## config.mk

```make
export PLATFORM = sky130hd
export DESIGN_NAME = npc_fetch_unit
export DESIGN_NICKNAME = d
export VERILOG_FILES = /design/src/rtl/npc_fetch_unit.sv
export SDC_FILE = /design/constraint.sdc
export NUM_CORES = 1
export LEC_CHECK = 0
export CAP_MARGIN = 40
export CORE_MARGIN = 1.5
export CORE_UTILIZATION = 45
export CTS_CLUSTER_DIAMETER = 80
export DETAILED_ROUTE_END_ITERATION = 8
export PLACE_DENSITY = 0.92
export SLEW_MARGIN = 20
export SYNTH_ARGS = -nofsm -noshare
export SYNTH_HDL_FRONTEND = slang
export SYNTH_SLANG_ARGS = --single-unit
```

## constraint.sdc

```tcl
create_clock -name clk -period 5.3 [get_ports clk]
set_clock_uncertainty 0.1 [all_clocks]
set_input_delay 0.795 -clock clk [delete_from_list [all_inputs] [get_ports clk]]
set_output_delay 0.795 -clock clk [all_outputs]
set_load 0.02 [all_outputs]
```

## src/rtl/npc_fetch_unit.sv

```systemverilog
// npc_fetch_unit: next-PC generator and fetch PC register for the pipelined MIPS core.
// Resolves jr/j/conditional branches presented by D, takes exception entry and eret
// redirects, and parks a taken target in pend_q while instruction memory is busy.
// Optional build macro: NPC_ALIGN_CHECK_EN enables the fetch address-error check on
// pc_f (alignment plus IMEM_LO..IMEM_HI window); without it fetch_adel is tied low.
module npc_fetch_unit #(
    parameter int              PC_W     = 32,
    parameter logic [PC_W-1:0] RESET_PC = PC_W'(32'h0000_3000),
    parameter logic [PC_W-1:0] EXC_VEC  = PC_W'(32'h0000_4180),
    parameter logic [PC_W-1:0] IMEM_LO  = PC_W'(32'h0000_3000),
    parameter logic [PC_W-1:0] IMEM_HI  = PC_W'(32'h0000_4ffc)
) (
    input  logic            clk,
    input  logic            reset,
    input  logic            stall,
    input  logic            imem_ready,
    input  logic            br_valid,
    input  logic [3:0]      br_type,
    input  logic [PC_W-1:0] rs_val,
    input  logic [PC_W-1:0] rt_val,
    input  logic [25:0]     imm26,
    input  logic [PC_W-1:0] pc4_d,
    input  logic            exc_req,
    input  logic            eret_req,
    input  logic [PC_W-1:0] epc,
    output logic [PC_W-1:0] pc_f,
    output logic [PC_W-1:0] pc4_f,
    output logic            br_taken,
    output logic            hold_o,
    output logic            fetch_adel
);

    typedef enum logic [0:0] {
        ST_RUN  = 1'b0,
        ST_HOLD = 1'b1
    } state_t;

    // Control-transfer encodings carried on br_type.
    localparam logic [3:0] BT_JR   = 4'd0;
    localparam logic [3:0] BT_J    = 4'd1;
    localparam logic [3:0] BT_BEQ  = 4'd2;
    localparam logic [3:0] BT_BNE  = 4'd3;
    localparam logic [3:0] BT_BLTZ = 4'd4;
    localparam logic [3:0] BT_BLEZ = 4'd5;
    localparam logic [3:0] BT_BGTZ = 4'd6;
    localparam logic [3:0] BT_BGEZ = 4'd7;

    state_t            state;
    logic [PC_W-1:0]   pend_q;

    logic              rs_eq_rt;
    logic              rs_ltz;
    logic              rs_lez;
    logic              d_taken;
    logic [PC_W-1:0]   d_target;

    // Branch outcome from the comparison flags; encodings 8-15 never redirect.
    function automatic logic br_cond(input logic [3:0] t, input logic eq,
                                     input logic ltz, input logic lez);
        logic r;
        r = 1'b0;
        case (t)
            BT_JR:   r = 1'b1;
            BT_J:    r = 1'b1;
            BT_BEQ:  r = eq;
            BT_BNE:  r = ~eq;
            BT_BLTZ: r = ltz;
            BT_BLEZ: r = lez;
            BT_BGTZ: r = ~lez;
            BT_BGEZ: r = ~ltz;
            default: r = 1'b0;
        endcase
        return r;
    endfunction

    // PC-relative target: word offset sign-extended to PC_W, sum wraps modulo 2^PC_W.
    function automatic logic [PC_W-1:0] br_target(input logic [PC_W-1:0] base,
                                                   input logic [15:0] off16);
        logic signed [PC_W-1:0] off;
        off = {{(PC_W-18){off16[15]}}, off16, 2'b00};
        return base + $unsigned(off);
    endfunction

    // Pseudo-direct jump target inside the 256 MB region of the delay slot.
    function automatic logic [PC_W-1:0] jump_target(input logic [PC_W-1:0] base,
                                                    input logic [25:0] index);
        return {base[PC_W-1:28], index, 2'b00};
    endfunction

    // Decode the instruction in D: signed comparisons and the redirect address.
    always_comb begin
        rs_eq_rt = (rs_val == rt_val);
        rs_ltz   = rs_val[PC_W-1];
        rs_lez   = rs_ltz | (rs_val == '0);
        d_taken  = br_cond(br_type, rs_eq_rt, rs_ltz, rs_lez);
        case (br_type)
            BT_JR:   d_target = rs_val;
            BT_J:    d_target = jump_target(pc4_d, imm26);
            default: d_target = br_target(pc4_d, imm26[15:0]);
        endcase
    end

    // Fetch FSM: redirect priority exc > eret > HOLD drain > D transfer > sequential.
    always_ff @(posedge clk) begin
        if (reset) begin
            pc_f     <= RESET_PC;
            state    <= ST_RUN;
            pend_q   <= '0;
            br_taken <= 1'b0;
        end else begin
            br_taken <= 1'b0;
            if (exc_req) begin
                pc_f   <= EXC_VEC;
                state  <= ST_RUN;
                pend_q <= '0;
            end else if (eret_req) begin
                pc_f   <= epc;
                state  <= ST_RUN;
                pend_q <= '0;
            end else begin
                case (state)
                    ST_HOLD: begin
                        // A parked target leaves only once imem takes it.
                        if (imem_ready) begin
                            pc_f  <= pend_q;
                            state <= ST_RUN;
                        end
                    end
                    default: begin
                        // Under stall D re-presents the branch later, so nothing is consumed.
                        if (!stall) begin
                            if (br_valid && d_taken) begin
                                br_taken <= 1'b1;
                                if (imem_ready) begin
                                    pc_f <= d_target;
                                end else begin
                                    pend_q <= d_target;
                                    state  <= ST_HOLD;
                                end
                            end else if (imem_ready) begin
                                pc_f <= pc_f + PC_W'(4);
                            end
                        end
                    end
                endcase
            end
        end
    end

    assign pc4_f  = pc_f + PC_W'(4);
    assign hold_o = (state == ST_HOLD);

`ifdef NPC_ALIGN_CHECK_EN
    // Flag misaligned or out-of-window fetches; the PC still loads the bad value.
    assign fetch_adel = (pc_f[1:0] != 2'b00) | (pc_f < IMEM_LO) | (pc_f > IMEM_HI);
`else
    // Window bounds only matter with the check built in; keep them referenced.
    localparam logic IMEM_RANGE_OK = (IMEM_LO <= IMEM_HI);
    assign fetch_adel = 1'b0 & IMEM_RANGE_OK;
`endif

endmodule
```

Word level (Yosys, flattened, before mapping). Cells that the tools add are included.

Flip-flop bits (word level): 66. Input bits: 165. Output and inout bits: 67.

Add/sub/neg operators: 2. Equality and inequality tests: 10. Muxes and demuxes: 15. Bitwise operators: 7. Reductions and logical operators: 12.

Operators by type and width (count): $mux W32 (7); $pmux W32 S2 (1); $add A32 B3 Y32 const B (1); $add A32 B32 Y32 (1); $eq A32 B32 Y1 (1); $logic_not A32 Y1 (1); $eq A4 B3 Y1 const B (4); $mux W15 (1); $eq A4 B2 Y1 const B (2); $pmux W1 S7 (1); $not A1 Y1 (6); $mux W1 (5); $reduce_or A5 Y1 (1); $eq A4 B1 Y1 const B (1); $logic_not A4 Y1 (1); $ne A4 B1 Y1 const B (1); $reduce_and A2 Y1 (2); $reduce_and A4 Y1 (1); $reduce_or A2 Y1 (2); $ne A3 B1 Y1 const B (1); $reduce_bool A3 Y1 (1); $reduce_or A3 Y1 (1); $reduce_bool A2 Y1 (1); $logic_and A1 B1 Y1 (1); $or A1 B1 Y1 (1).

Longest topological paths before layout.
Depth after elaboration: 10. Mapped depth: 12.

Least setup slack after synthesis. No wires, ideal clock.

Path kind: input port to flip-flop. Start: input imm26[0]. End: register pc_f[28]. Setup time: 0.120 ns. Arrival: 2.889 ns. Required time: 5.080 ns. Path slack: 2.191 ns. Stages on the path: 12. Cells stage by stage: ha_1 > inv_1 > fa_1 > nor2b_1 > o211ai_1 > a21oi_2 > o211ai_1 > a31oi_2 > nand2_1 > a2111oi_2 > and2_1 > o31ai_1.

Longest elaborated chain between the ends: 7.

Ends and longest elaborated chain: start: declaration (RTL line 21) `input logic [25:0] imm26,`; $add A32 B32 Y32 (RTL line 81) `return base + $unsigned(off);`; $pmux W32 S2 (RTL line 96) `case (br_type)`; $mux W32 (RTL line 134) `if (imem_ready) begin`; $mux W32 (RTL line 132) `if (br_valid && d_taken) begin`; $mux W32 (RTL line 131) `if (!stall) begin`; $mux W32 (RTL line 121) `case (state)`; $mux W32 (RTL line 116) `end else if (eret_req) begin`; end signal: assignment (RTL line 117) `pc_f <= epc;`; end signal: assignment (RTL line 125) `pc_f <= pend_q;`; end signal: assignment (RTL line 135) `pc_f <= d_target;`; end: declaration (RTL line 26) `output logic [PC_W-1:0] pc_f,`.

No other way between the ends. The select of a mux whose other input is x is not followed. A chain may end at the register's enable or synchronous reset.

Worst setup path in the final report.
Start: register pc_f[2]. End: output pc4_f[28].

Longest elaborated chain between the ends: 1.

Ends and longest elaborated chain: $add A32 B3 Y32 (RTL line 150) `assign pc4_f = pc_f + PC_W'(4);`; end: declaration (RTL line 27) `output logic [PC_W-1:0] pc4_f,`.

No other way between the ends.

==> flow_results.org <==
** Run status
- Status :: finished clean

** Critical path
- The setup check on the worst reg-to-reg path leaves a slack of 2370 ps.
- Startpoint of the worst-slack reg-to-reg timing path :: pc_f[2]$_SDFFE_PP0P_
- Of all nets on the critical path, the largest fanout is 8.
- Following the worst setup path forward leads to its endpoint at pc4_f[28].
- Path depth of the worst reg2reg path :: 9
- The critical path starts at pc_f[2]$_SDFFE_PP0P_.
- STA classifies the critical path startpoint as a flop.
- Setup crit end kind :: primary output
- Data required time at the worst endpoint :: 4410 ps
- Critical path type :: reg -> out
- In this run the critical register-to-register path is captured at pc_f[30]$_SDFFE_PP0P_.
- At the worst endpoint, the arrival time is about 3400 ps.

** Yosys
- The number of nets in the synthesized netlist is 1032.
- Ys async rst share :: 0%
- The synthesized design spends more area on one cell type than any other, namely dfxtp_1.
- Yosys mapped the design onto 71 distinct sky130hd cell types.
- Mapped Cells :: ~840
- The mapped netlist covers between 6000 and 7000 um2.
- For this run, the register share of the synthesized area comes to between 20% and 30%.
- Yosys warnings :: 0
- The average instance in the mapped netlist occupies 7.70 um2.
- Number of enable-type register cells in the synthesized netlist :: 0
- Synthesis inferred 66 register bits.
- Share of the synthesized area in the top cell type :: around a fifth
- The most used flip-flop cell after synthesis is dfxtp_1.
- Sorting the synthesized cells by area gives the leading types as dfxtp_1 21%, mux2i_1 9.3%, xor2_1 6.7%, ha_1 5.8%, nor2_1 5.1%.

** Power and ir drop
- Net switching is 33.9% of the power.
- Of the total power, combinational logic draws just under 40%.
- Standby leakage power :: ~3.5 nW
- The internal power of the cells totals 1.20 mW.
- The worst-case IR drop observed on VDD is about 0.00013 V.
- In this run the power density over the cells is 199 nW/um2.
- Reported net switching power :: approximately 0.62 mW
- Of the total power, the clock network draws a little under a third.
- The share of total power dissipated in sequential elements is 29.3%.
- Power comes to between 1.5 and 2 mW.

** STA
- Slew headroom :: a little under half
- Setup violations remaining at the end of the flow were counted as 0.
- At the pin with the least slew margin, the transition time is 817 ps.
- Max Fclk :: 235 MHz
- TNS Setup :: 0 ps
- In the finished design, the share of the clock period the worst path needs comes to about four fifths.
- Time the worst path needs with I/O delays and setup :: roughly 4200 ps
- Setup repair after global routing left no endpoint under its margin.
- Number of max-slew violations in the final report :: 0
- Total count of hold-check failures in the final report :: 0
- Setup slack on the critical path of the routed design comes to 1050 ps.

** Floorplanning
- The floorplan has 43 rows.
- DIE AREA :: 15000 um2
- Initial Utilization :: between 40% and 50%
- Number of ports placed on the die boundary :: between 200 and 250
- The die is 123 um wide.
- Die extent in y :: 123 um
- After floorplanning, the core was sized to cover 13900 um2.

** Clock tree
- The tree is rooted in a clkbuf_16.
- TritonCTS created 9 clock buffers.
- After clock tree synthesis, the flow added hold-fix buffers numbering 0.
- The tree built by TritonCTS fans out to 66 sinks.
- Clock slew at reported path FFs :: around 60 ps
- The H-tree was split into 3 levels.
- In this run, post-CTS repair resized a total of 0 instances.
- Maximum buffer depth of the clock tree :: 2
- TritonCTS built the clock tree.
- The clock reaches the later pin of the worst-skew pair after 340 ps.
- Post-CTS Repair Setup Buffers :: 0

** Final layout
- Counting the fill cells in the layout gives between 1000 and 1500.
- Antenna diodes :: 0
- Proportion of layout cells with a drive suffix above 1 :: around 5.1%
- Final design utilization :: 65.6%
- Combined flip-flop and latch cell area :: 1320 um2
- The multi-input combinational cells in the finished layout cover a total of between 4000 and 5000 um2.
- From synthesis to final layout, the design area changed by 41.9%.
- Nets :: between 1000 and 1500

** Job
- MaxCap Viol Count :: 0

** Detailed routing
- Dividing the detail-routed wire length by the instance count gives 20.5 um.
- Remaining number of nets flagged by the antenna check after routing :: 0
- Total Wirelength :: 25.2 mm
- Number of vias per cell :: 6.24
- Summing over every cut layer, the via total after detailed routing is approximately 7700.
- Iteration-0 DRC Markers :: between 900 and 1000
- Remaining design rule violation count :: 0
- The first detailed-routing pass ran for 6 iterations.

** Placed design
- HPWL after detailed placement :: 19.7 mm
- Count of buffers inserted at the top-level ports :: 230
- At the placement stage, the worst setup path has a slack of 1090 ps.
- Final GP Congestion :: 0.984

** Global routing
- Antenna violations before repair :: 0
- Total GRT Usage :: 32.5%
- The number of global-route vias before repair came to 7250.
- The first global-routing pass estimated between 30 and 40 mm of wire.
- Grt total ovfl :: 0
- Entering global routing, the biggest net connects 44 pins.

** Hold path
- In this run the worst hold path is classified as reg -> reg.
- Counting instances, the worst hold path has a depth of 2.
## per-layer routing
| layer | part of all wire [%] | vias to the layer above | GRT usage, % |
|---|---|---|---|
| met4 | 3.9 | 0 | 14.8 |
| met1 | 39 | 3486 | 40.7 |
| met5 | 0 | - | 0 |
| li1 | - | 3525 | - |
| met3 | 10 | 80 | 6.74 |
| met2 | 47 | 567 | 53.7 |
## critical path, stage by stage (launching register included)
cell and delay, ps:
dfxtp_1 470, ha_1 270, and3_1 270, nor2b_1 520
nand3_1 190, nor2_1 220, nand2_1 100, xnor2_1 310
clkdlybuf4s50_1 670
## synth_stat cells (all sizes together), types with 4 or more instances
master and count:
nor2 87, dfxtp 66, mux2i 60, nand2 56
a21oi 52, xor2 49, o21ai 47, clkbuf 34
ha 30, xnor2 29, a211oi 28, nand3 26
and3 20, inv 19, nor3 18, nor4 18
a21o 16, buf 16, a31oi 12, and2 11
nand4 11, nor2b 11, o221ai 11, o22ai 10
or3 9, o21a 7, o31ai 7, a222oi 6
o211ai 6, o21bai 6, nand2b 5, nand3b 4
## sequential cells by signal (all words and copies together) (netlist names), named ones only
register	cells
pc_f	30
br_taken	1
hold_o	1
pend_q	32
## cell usage in the layout (no fill, tap or decap), types with 11 or more instances in the layout
cell,count
o221ai_1,11
nor4_1,18
dfxtp_1,66
and3_1,20
o21ai_0,42
ha_1,30
nand2_1,56
inv_1,19
nand4_1,11
clkdlybuf4s50_1,229
nor3_1,14
a31oi_1,11
xor2_1,49
a211oi_1,24
xnor2_1,29
nor2_1,87
nand3_1,26
and2_1,11
a21oi_1,51
mux2i_1,60
nor2b_1,11
a21o_1,16
## final cells by class
class | count | area share (%)
clock inverter | 6 | 0.630
inverter | 21 | 0.862
sequential | 66 | 14.5
clock buffer | 10 | 2.50
multi-input combinational | 699 | 52.4
timing repair buffer | 245 | 26.7
tap | 180 | 2.46
## worst min-delay path by stage
stage | start | end | slack (ps)
global placement | pend_q[31]$_SDFFE_PP0P_ | pend_q[31]$_SDFFE_PP0P_ | 340
global route | pend_q[31]$_SDFFE_PP0P_ | pend_q[31]$_SDFFE_PP0P_ | 390
finish | pend_q[31]$_SDFFE_PP0P_ | pend_q[31]$_SDFFE_PP0P_ | 360
CTS | pend_q[31]$_SDFFE_PP0P_ | pend_q[31]$_SDFFE_PP0P_ | 350
detailed placement | pend_q[31]$_SDFFE_PP0P_ | pend_q[31]$_SDFFE_PP0P_ | 350
floorplan | pend_q[31]$_SDFFE_PP0P_ | pend_q[31]$_SDFFE_PP0P_ | 330
## cell families (layout without fill, tap and decap cells)
kind of cell | after synthesis | count (layout) | synth area share, %
AND/OR/NAND/NOR | 287 | 287 | 22.3
AO/OA/AOI/OAI | 239 | 239 | 25.3
XOR/XNOR | 78 | 78 | 10.6
buffers and inverters | 71 | 282 | 5.21
flip-flops | 66 | 66 | 20.5
multiplexers | 63 | 63 | 9.85
adder cells (fa/ha/maj) | 31 | 31 | 6.14
other | 1 | 1 | 0.0582
## power by group through the flow
stage	sequential [mW]	combinational, mW	clock [mW]
3_3_place_gp	0.541	0.677	0
3_5_place_dp	0.542	0.686	0
2_1_floorplan	0.553	0.364	0
6_report	0.532	0.706	0.577
5_1_grt	0.534	0.753	0.597
4_1_cts	0.532	0.691	0.573
## metrics by stage
| step | hold WS [ps] | cells | instance area (um2) |
|---|---|---|---|
| floorplan | 329 | 836 | 6440 |
| global placement | 344 | 1207 | 8810 |
| detailed placement | 347 | 1208 | 8810 |
| CTS | 354 | 1224 | 9100 |
| global route | 388 | 1227 | 9140 |
| finish | 355 | 1227 | 9140 |
Note: power is estimated with default switching activity, not from simulation.
